File: src/rtl/sap_demux_pkg.sv
// Shared types and constants for the registered bus demultiplexer.
package sap_demux_pkg;

  typedef enum logic {
    SLOT_EMPTY = 1'b0,
    SLOT_FULL  = 1'b1
  } slot_state_e;

  localparam int unsigned DROP_CNT_W = 8;
  localparam logic [DROP_CNT_W-1:0] DROP_CNT_MAX = '1;

  // Increment that sticks at the maximum value instead of wrapping.
  function automatic logic [DROP_CNT_W-1:0] sat_inc(input logic [DROP_CNT_W-1:0] v);
    return (v == DROP_CNT_MAX) ? v : v + DROP_CNT_W'(1);
  endfunction

endpackage

File: src/rtl/demux_slot.sv
// One output channel: a single-entry holding register with a valid/ready handshake.
module demux_slot
  import sap_demux_pkg::*;
#(
  parameter int unsigned WIDTH = 8
) (
  input  logic             clk,
  input  logic             rst_n,
  input  logic             load,
  input  logic [WIDTH-1:0] d,
  output logic [WIDTH-1:0] q,
  output logic             valid,
  input  logic             ready,
  output logic             free
);

  slot_state_e      state_q, state_d;
  logic [WIDTH-1:0] data_q, data_d;

  // Slot state and held word; data survives consumption so the output never floats.
  always_ff @(posedge clk or negedge rst_n) begin
    if (!rst_n) begin
      state_q <= SLOT_EMPTY;
      data_q  <= '0;
    end else begin
      state_q <= state_d;
      data_q  <= data_d;
    end
  end

  // Next state: a load always wins; a FULL slot only drains when not refilled.
  always_comb begin
    state_d = state_q;
    data_d  = data_q;
    case (state_q)
      SLOT_EMPTY: begin
        if (load) begin
          state_d = SLOT_FULL;
          data_d  = d;
        end
      end
      SLOT_FULL: begin
        if (load) begin
          data_d = d;
        end else if (ready) begin
          state_d = SLOT_EMPTY;
        end
      end
    endcase
  end

  assign q     = data_q;
  assign valid = (state_q == SLOT_FULL);
  // Ready passes straight through so a draining slot can refill in the same cycle.
  assign free  = (state_q == SLOT_EMPTY) || ready;

endmodule

File: src/rtl/bus_demux_reg.sv
// Registered 1-to-N bus demultiplexer with per-channel back-pressure and broadcast.
module bus_demux_reg
  import sap_demux_pkg::*;
#(
  parameter int unsigned WIDTH    = 8,
  parameter int unsigned CHANNELS = 16,
  parameter int unsigned SEL_W    = $clog2(CHANNELS)
) (
  input  logic                      clk,
  input  logic                      rst_n,
  input  logic [WIDTH-1:0]          in_data,
  input  logic [SEL_W-1:0]          in_sel,
  input  logic                      in_bcast,
  input  logic                      in_valid,
  output logic                      in_ready,
  output logic [CHANNELS*WIDTH-1:0] out_data,
  output logic [CHANNELS-1:0]       out_valid,
  input  logic [CHANNELS-1:0]       out_ready,
  output logic [DROP_CNT_W-1:0]     drop_cnt,
  input  logic                      drop_clr
);

  logic [CHANNELS-1:0]   sel_hit;
  logic [CHANNELS-1:0]   slot_free;
  logic [CHANNELS-1:0]   slot_load;
  logic                  sel_illegal;
  logic                  accept;
  logic                  drop_inc;
  logic [DROP_CNT_W-1:0] drop_cnt_q, drop_cnt_d;

  // One-hot decode of the unicast select.
  always_comb begin
    sel_hit = '0;
    for (int unsigned k = 0; k < CHANNELS; k++) begin
      sel_hit[k] = (32'(in_sel) == k);
    end
  end

  assign sel_illegal = !in_bcast && (32'(in_sel) >= CHANNELS);

  // Broadcast needs every slot free; an illegal select is always taken and discarded.
  always_comb begin
    in_ready = 1'b0;
    if (in_bcast) begin
      in_ready = &slot_free;
    end else if (sel_illegal) begin
      in_ready = 1'b1;
    end else begin
      in_ready = |(sel_hit & slot_free);
    end
  end

  assign accept    = in_valid && in_ready;
  assign drop_inc  = accept && sel_illegal;
  assign slot_load = !accept ? '0 : (in_bcast ? '1 : sel_hit);

  for (genvar k = 0; k < CHANNELS; k++) begin : g_slot
    demux_slot #(
      .WIDTH (WIDTH)
    ) u_slot (
      .clk   (clk),
      .rst_n (rst_n),
      .load  (slot_load[k]),
      .d     (in_data),
      .q     (out_data[k*WIDTH +: WIDTH]),
      .valid (out_valid[k]),
      .ready (out_ready[k]),
      .free  (slot_free[k])
    );
  end

  // Drop counter next value: clear beats increment, increment saturates.
  always_comb begin
    drop_cnt_d = drop_cnt_q;
    if (drop_clr) begin
      drop_cnt_d = '0;
    end else if (drop_inc) begin
      drop_cnt_d = sat_inc(drop_cnt_q);
    end
  end

  // Drop counter register.
  always_ff @(posedge clk or negedge rst_n) begin
    if (!rst_n) begin
      drop_cnt_q <= '0;
    end else begin
      drop_cnt_q <= drop_cnt_d;
    end
  end

  assign drop_cnt = drop_cnt_q;

endmodule

File: config.mk
export PLATFORM = sky130hd
export DESIGN_NAME = bus_demux_reg
export DESIGN_NICKNAME = d
export VERILOG_FILES = /design/src/rtl/sap_demux_pkg.sv /design/src/rtl/demux_slot.sv /design/src/rtl/bus_demux_reg.sv
export SDC_FILE = /design/constraint.sdc
export NUM_CORES = 1
export LEC_CHECK = 0
export ABC_AREA = 1
export CAP_MARGIN = 20
export CELL_PAD_IN_SITES_DETAIL_PLACEMENT = 0
export CELL_PAD_IN_SITES_GLOBAL_PLACEMENT = 1
export CORE_MARGIN = 2
export CORE_UTILIZATION = 25
export CTS_CLUSTER_DIAMETER = 50
export DETAILED_ROUTE_END_ITERATION = 7
export GPL_TIMING_DRIVEN = 0
export PLACE_DENSITY_LB_ADDON = 0.05
export SYNTH_ARGS = -nofsm -noshare
export SYNTH_HDL_FRONTEND = slang
export SYNTH_SLANG_ARGS = --single-unit
File: constraint.sdc
create_clock -name clk -period 3.99 [get_ports clk]
set_input_delay 0.9975 -clock clk [delete_from_list [all_inputs] [get_ports clk]]
set_output_delay 0.9975 -clock clk [all_outputs]
set_load 0.01 [all_outputs]
==> run_results.csv, run 1 <==
group,metric,value,unit
drt,routed_wl,24900,um
sta,rsz0062_at_grt,"no",
drt,drtAntennaViolNets,0,
cts,cts_made_buffers,17,
synthesis,yosysTopAreaCell,"dfrtp_1",
die,die_width,167,um
cts,cts_tree,"built",
synthesis,synthesis.area,6670,um^2
synthesis,synth_area_leaders,"dfrtp_1 (54%), nand2_1 (19%), nand4_1 (13%)",
pwr,power.leakage,4.60,nW
setup_path,critPathMaxFanout,10,
setup_path,crit_path_frequent_cell,"nand2_1",
placed_design,dp_hpwl,17200,um
drt,drt-initial-drc-count,351,
min_path,hp-class,"input pin to asynchronous set/reset pin",
finish,antenna_cells,0,
synthesis,syn_inst,765,
placed_design,post-place-cells,1275,
run_status,violations,"design-rule violations",
synthesis,synth_top_area_share,54.0,%
sta,drv_slew,0,
sta,fmax,267,MHz
setup_path,arrival,2.75,ns
global_routing,grt_util_all_layers,17.9,%
drt,drc,15,
finish,drive_above_1_share,10.6,%
global_routing,grt_pass1_wl,38000,um
setup_path,cp-end-kind,"output port",
sta,fin_crit,3.75,ns
setup_path,cp_num_buf_inv,5,
die,die_h,167,um
cts,htreeDepth,4,
synthesis,yosysSeqAreaShare,54.0,%
sta,skew,0.0132,ns
setup_path,start_kind,"input pin",
setup_path,cpLargestDelayFamily,"buffers and inverters",
sta,fin_crit_sh,94.0,%
die,initial_utilization,25.5,%
run_status,status,"complete, but fails checks",
pwr,power_density,599,nW/um^2
cts,max-clock-path-buffers,2,
global_routing,grt_max_degree,98,
drt,drt_first_pass_iters,7,
setup_path,path_class,"input pin to output port",
drt,vias,6020,
synthesis,syn_avg_cell_area,8.72,um^2
synthesis,yosysWarnings,0,
global_routing,grt_pass1_vias,5997,
sta,tightest_slew,0.930,ns
setup_path,reg2reg_depth,9,
cts,cts_root_buf,"clkbuf_16",
cts,insertion_delay,0.43,ns
finish,area_delta_synth_final,41.0,%
drt,route.detailed.wl_per_inst,19.0,um
sta,setup_slack,0.240,ns
finish,nFillCells,2764,
sta,max_slew_margin,37.6,%
sta,setup_viol,0,
placed_design,place_congestion,0.780,
die,num_io_pins,186,
setup_path,required,2.99,ns
finish,final_nets,993,
die,core-area,26100,um^2
die,die_area,28000,um^2
drt,vias_per_cell,4.60,
placed_design,port_buffers,167,
pwr,irDropWorstVdd,221,uV
synthesis,ys_types,19,
global_routing,antenna_found_initial,0,
cts,clock-sinks,144,
flow_run,max_cap_viol_count,0,
setup_path,path_depth,11,
global_routing,overflow,0,
sta,hold_viol,0,
setup_path,path_cells,"clkdlybuf4s50_1, inv_1, nand2_1, nand2_1, nor2_1, nand2_1, o21ai_4, inv_2, nor2_2, buf_4, clkbuf_2",
finish,final_cells,1308,
synthesis,ys_ff_latch,144,
die,floorplan.rows,59,
cts,cts_hold_buf,0,
setup_path,cp_slowest_cell,"clkdlybuf4s50_1",
cts,clk_pin_slew,0.07,ns
placed_design,dpl_worst_slack,-0.469,ns
setup_path,critPathMaxStageDelay,0.46,ns
-- state kept, by name, indices dropped and copies added, names as in the netlist --
name                 flops
g_slot.u_slot.q        128
g_slot.u_slot.valid     16
-- synthesized netlist by cell type (all sizes together) --
cell	n
clkbuf	23
nand4	144
conb	1
buf	50
inv	27
dfrtp	144
o21ai	2
nand2	339
nor2	18
nand3	17
-- routing by layer --
metal,global-route usage (%),part of all wire [%]
met1,25.3,48
met2,27.9,46
met4,3.86,1.1
met5,0,0
met3,4.49,5.7
-- worst paths after layout --
path	start	endpoint	slack (ns)
setup / recovery	out_ready[3]	in_ready	0.24
min in group clk	g_slot[9].u_slot.q[2]$_DFFE_PN0P_	g_slot[9].u_slot.q[2]$_DFFE_PN0P_	0.48
hold reg to reg	g_slot[9].u_slot.q[2]$_DFFE_PN0P_	g_slot[9].u_slot.q[2]$_DFFE_PN0P_	0.48
hold / removal	rst_n	g_slot[4].u_slot.q[3]$_DFFE_PN0P_	0.46
setup reg to reg	g_slot[12].u_slot.valid$_DFF_PN0_	g_slot[8].u_slot.q[4]$_DFFE_PN0P_	1.79
max in group asynchronous	rst_n	g_slot[12].u_slot.q[1]$_DFFE_PN0P_	2.67
-- logic make-up (layout without fill, tap and decap cells) --
family | after synthesis | in the layout | synth area share, %
other cells | 1 | 8 | 0.0562
buf+inv | 100 | 301 | 7.97
flops | 144 | 144 | 54.0
compound gates | 2 | 2 | 0.206
simple gates | 518 | 518 | 37.7
-- metrics by stage --
step	hold WS [ns]	util [%]	setup TNS, ns	power [W]	cell area, um^2
floorplan	0.487	-	0	0.00293	6700
global placement	0.463	33.6	-655.55	0.00411	8790
detailed placement	0.468	33.7	-0.469	0.00410	8820
CTS	0.464	36.0	0	0.00572	9400
global route	0.476	36.0	0	0.00596	9400
finish	0.460	36.0	0	0.00563	9400
-- cell usage in the layout, fill, tap and decap left out, types with 10 or more instances in the layout --
master / instances
nand2_1: 337
clkdlybuf4s50_1: 161
dfrtp_1: 144
nand4_1: 134
buf_4: 40
clkbuf_1: 25
inv_1: 19
nand3_1: 17
clkbuf_16: 17
nor2_1: 11
nand4_4: 10
-- power breakdown --
| part | internal [W] | switching [W] |
|---|---|---|
| clock network | 0.000871 | 0.000698 |
| registers | 0.00187 | 0.000257 |
| logic | 0.000996 | 0.000939 |
-- area by class of cell --
| type | count | area [um^2] | area share (%) |
|---|---|---|---|
| inverters | 27 | 101 | 1.08 |
| clock buffers | 19 | 433 | 4.61 |
| repair buffers | 169 | 1700 | 18.1 |
| plain buffers | 73 | 433 | 4.61 |
| clock inverters | 13 | 129 | 1.37 |
| multi-input cells | 528 | 2580 | 27.4 |
| flip-flops and latches | 144 | 3600 | 38.3 |
| well taps | 335 | 419 | 4.46 |
-- what timing repair did --
action	4_1_cts	5_1_grt
gates resized for setup	9	3
pin swaps	1	0
setup buffers	1	0
setup endpoints to repair	1	1
Note: power is estimated with default switching activity, not from simulation.
==> run 2, diff against run 1 <==
- CAP_MARGIN: 20 -> 25
==> results of run 2 <==
Same layout as run 1: the final DEF is identical, and so are final timing and power.
==> run 3, diff against run 2 <==
--- a/config.mk
+++ b/config.mk
@@ -7,9 +7,10 @@
 export LEC_CHECK = 0
 export ABC_AREA = 1
+export ABC_CLOCK_PERIOD_IN_PS = 3990
 export CAP_MARGIN = 25
 export CELL_PAD_IN_SITES_DETAIL_PLACEMENT = 0
 export CELL_PAD_IN_SITES_GLOBAL_PLACEMENT = 1
 export CORE_MARGIN = 2
-export CORE_UTILIZATION = 25
+export CORE_UTILIZATION = 38
 export CTS_CLUSTER_DIAMETER = 50
 export DETAILED_ROUTE_END_ITERATION = 7
==> constraint.sdc (replaced) <==
create_clock -name clk -period 3.99 [get_ports clk]
set_input_delay 0.9975 -clock clk [delete_from_list [all_inputs] [get_ports clk]]
set_output_delay 0.9975 -clock clk [all_outputs]
set_load 0.05 [all_outputs]
==> run_results.csv, run 3 (synthesis gave the netlist of run 1 again) <==
group,metric,value,unit
run_status,status,"complete, no violations",
pwr,power_density,769,nW/um^2
sta,fin_crit_sh,96.3,%
drt,drtAntennaViolNets,0,
cts,max-clock-path-buffers,2,
pwr,comb_power_share,44.5,%
cts,cts_tree,"built",
finish,layout_commonest_cell,"nand2_1",
cts,clock-sinks,144,
cts,cts_made_buffers,17,
pwr,seq_power_share,29.5,%
pwr,intPower,0.00410,W
cts,insertion_delay,0.42,ns
global_routing,overflow,0,
cts,cts_hold_buf,0,
placed_design,port_buffers,167,
placed_design,place_congestion,0.837,
drt,routed_wl,21800,um
setup_path,r2r-end,"g_slot[8].u_slot.q[4]$_DFFE_PN0P_",
global_routing,grt_util_all_layers,23.8,%
drt,drc,0,
pwr,p_sw,0.00314,W
sta,setup_viol,0,
global_routing,grt_pass1_wl,33300,um
finish,drive_above_1_share,10.6,%
setup_path,path_class,"input pin to output port",
pwr,irDropWorstVdd,421,uV
sta,hold_viol,0,
setup_path,start_kind,"input pin",
die,die_width,136,um
die,die_area,18600,um^2
pwr,p_clk_share,26.0,%
setup_path,setup.worst_path.start,"out_ready[3]",
drt,drt_first_pass_iters,6,
setup_path,rrSetupSlack,1.81,ns
drt,route.detailed.wl_per_inst,18.2,um
finish,final_nets,993,
sta,fin_crit,3.84,ns
placed_design,dp_hpwl,15300,um
placed_design,placed_cell_area,8680,um^2
sta,tightest_slew,0.848,ns
die,floorplan.rows,48,
sta,max_slew_margin,43.5,%
setup_path,cp-end-kind,"output port",
flow_run,max_cap_viol_count,0,
setup_path,regToRegStartpoint,"g_slot[3].u_slot.valid$_DFF_PN0_",
setup_path,critical_path.endpoint,"in_ready",
finish,antenna_cells,0,
finish,final_cell_mix,"nand2_1 (338), clkdlybuf4s50_1 (161), dfrtp_1 (144)",
die,die_h,136,um
cts,cts_root_buf,"clkbuf_16",
min_path,hp-class,"flip-flop to flip-flop",
min_path,holdPathStages,2,
setup_path,arrival,2.84,ns
finish,area_delta_synth_final,41.0,%
drt,drt-initial-drc-count,666,
drt,vias,6199,
cts,htreeDepth,4,
finish,postLayoutCellArea,9410,um^2
die,core-area,17200,um^2
drt,vias_per_cell,5.17,
die,initial_utilization,38.7,%
finish,largest_reg_flops,128,
sta,skew,0.00767,ns
sta,drv_slew,0,
cts,clk_pin_slew,0.06,ns
pwr,switching_share,43.4,%
setup_path,critPathMaxFanout,10,
sta,fmax,260,MHz
setup_path,reg2reg_depth,9,
die,num_io_pins,186,
global_routing,antenna_found_initial,0,
finish,final_cells,1198,
pwr,power.leakage,4.70,nW
finish,nFillCells,1566,
setup_path,required,2.99,ns
sta,rsz0062_at_grt,"no",
global_routing,grt_max_degree,88,
global_routing,grt_pass1_vias,5975,
placed_design,post-place-cells,1165,
## run 3: cell types whose count changed in the layout (fill, tap and decap cells not counted), sizes merged
cell,delta
inv,-2
bufinv,+5
clkbuf,+2
clkinvlp,-3
dlygate4sd2,-4
dlymetal6s2s,+4
clkinv,-2
## run 3: worst min path at each step
stage / from / end / slack (ns)
3_5_place_dp: g_slot[14].u_slot.q[7]$_DFFE_PN0P_ / g_slot[14].u_slot.q[7]$_DFFE_PN0P_ / 0.46
4_1_cts: g_slot[14].u_slot.q[7]$_DFFE_PN0P_ / g_slot[14].u_slot.q[7]$_DFFE_PN0P_ / 0.48
3_3_place_gp: g_slot[4].u_slot.q[5]$_DFFE_PN0P_ / g_slot[4].u_slot.q[5]$_DFFE_PN0P_ / 0.46
2_1_floorplan: g_slot[9].u_slot.valid$_DFF_PN0_ / g_slot[9].u_slot.valid$_DFF_PN0_ / 0.49
6_report: g_slot[4].u_slot.q[2]$_DFFE_PN0P_ / g_slot[4].u_slot.q[2]$_DFFE_PN0P_ / 0.48
5_1_grt: g_slot[9].u_slot.q[1]$_DFFE_PN0P_ / g_slot[9].u_slot.q[1]$_DFFE_PN0P_ / 0.50
## run 3: worst max-delay path, cell delays in order
cell and delay, ns:
clkdlybuf4s50_1 0.45, inv_1 0.03, nand2_1 0.16, nand2_1 0.09, nor2_1 0.16, nand2_1 0.11, o21ai_4 0.18, inv_2 0.05
nor2_2 0.15, clkbuf_4 0.23, buf_4 0.22
## run 3: cell type report
cell class	count	area (um^2)	area share [%]
Sequential cell	144	3600	38.3
Multi-Input combinational cell	528	2580	27.4
Timing Repair Buffer	169	1720	18.2
Clock buffer	21	470	5.00
Buffer	73	433	4.60
Tap cell	225	282	2.99
Clock inverter	11	223	2.37
Inverter	27	101	1.08
## run 3: layer usage
layer | track usage [%] | vias up | wire length [um]
li1 | - | 2919 | -
met1 | 34.1 | 2988 | 9800
met2 | 35.3 | 259 | 9820
met3 | 6.00 | 33 | 1700
met4 | 7.93 | 0 | 473
met5 | 0 | - | 0
## run 3: per-stage QoR
stage          TNS (ns)  total power [W]  utilization (%)  hold slack [ns]  setup slack (ns)
3_5_place_dp     -0.633          0.00537             50.3            0.465            -0.633
6_report              0          0.00723             54.6            0.479             0.150
3_3_place_gp    -532.36          0.00534             50.2            0.464             -3.71
5_1_grt               0          0.00753             54.6            0.500            0.0138
4_1_cts               0          0.00726             54.4            0.481            0.0229
2_1_floorplan         0          0.00421                -            0.487             0.916
## run 3: repair_timing
| item | in CTS | in global routing |
|---|---|---|
| endpoints found under the setup margin | 1 | 1 |
| pin swaps | 0 | 1 |
| resized for setup | 8 | 6 |
| setup buffers | 0 | 1 |
| endpoints found under the hold margin | 0 | 0 |
## run 3: power by group through the flow
stage | Sequential [W] | Clock [W] | Combinational [W]
5_1_grt | 0.00218 | 0.00196 | 0.00339
3_3_place_gp | 0.00214 | 0 | 0.00319
3_5_place_dp | 0.00215 | 0 | 0.00322
4_1_cts | 0.00213 | 0.00190 | 0.00323
6_report | 0.00213 | 0.00188 | 0.00322
2_1_floorplan | 0.00348 | 0 | 0.000733
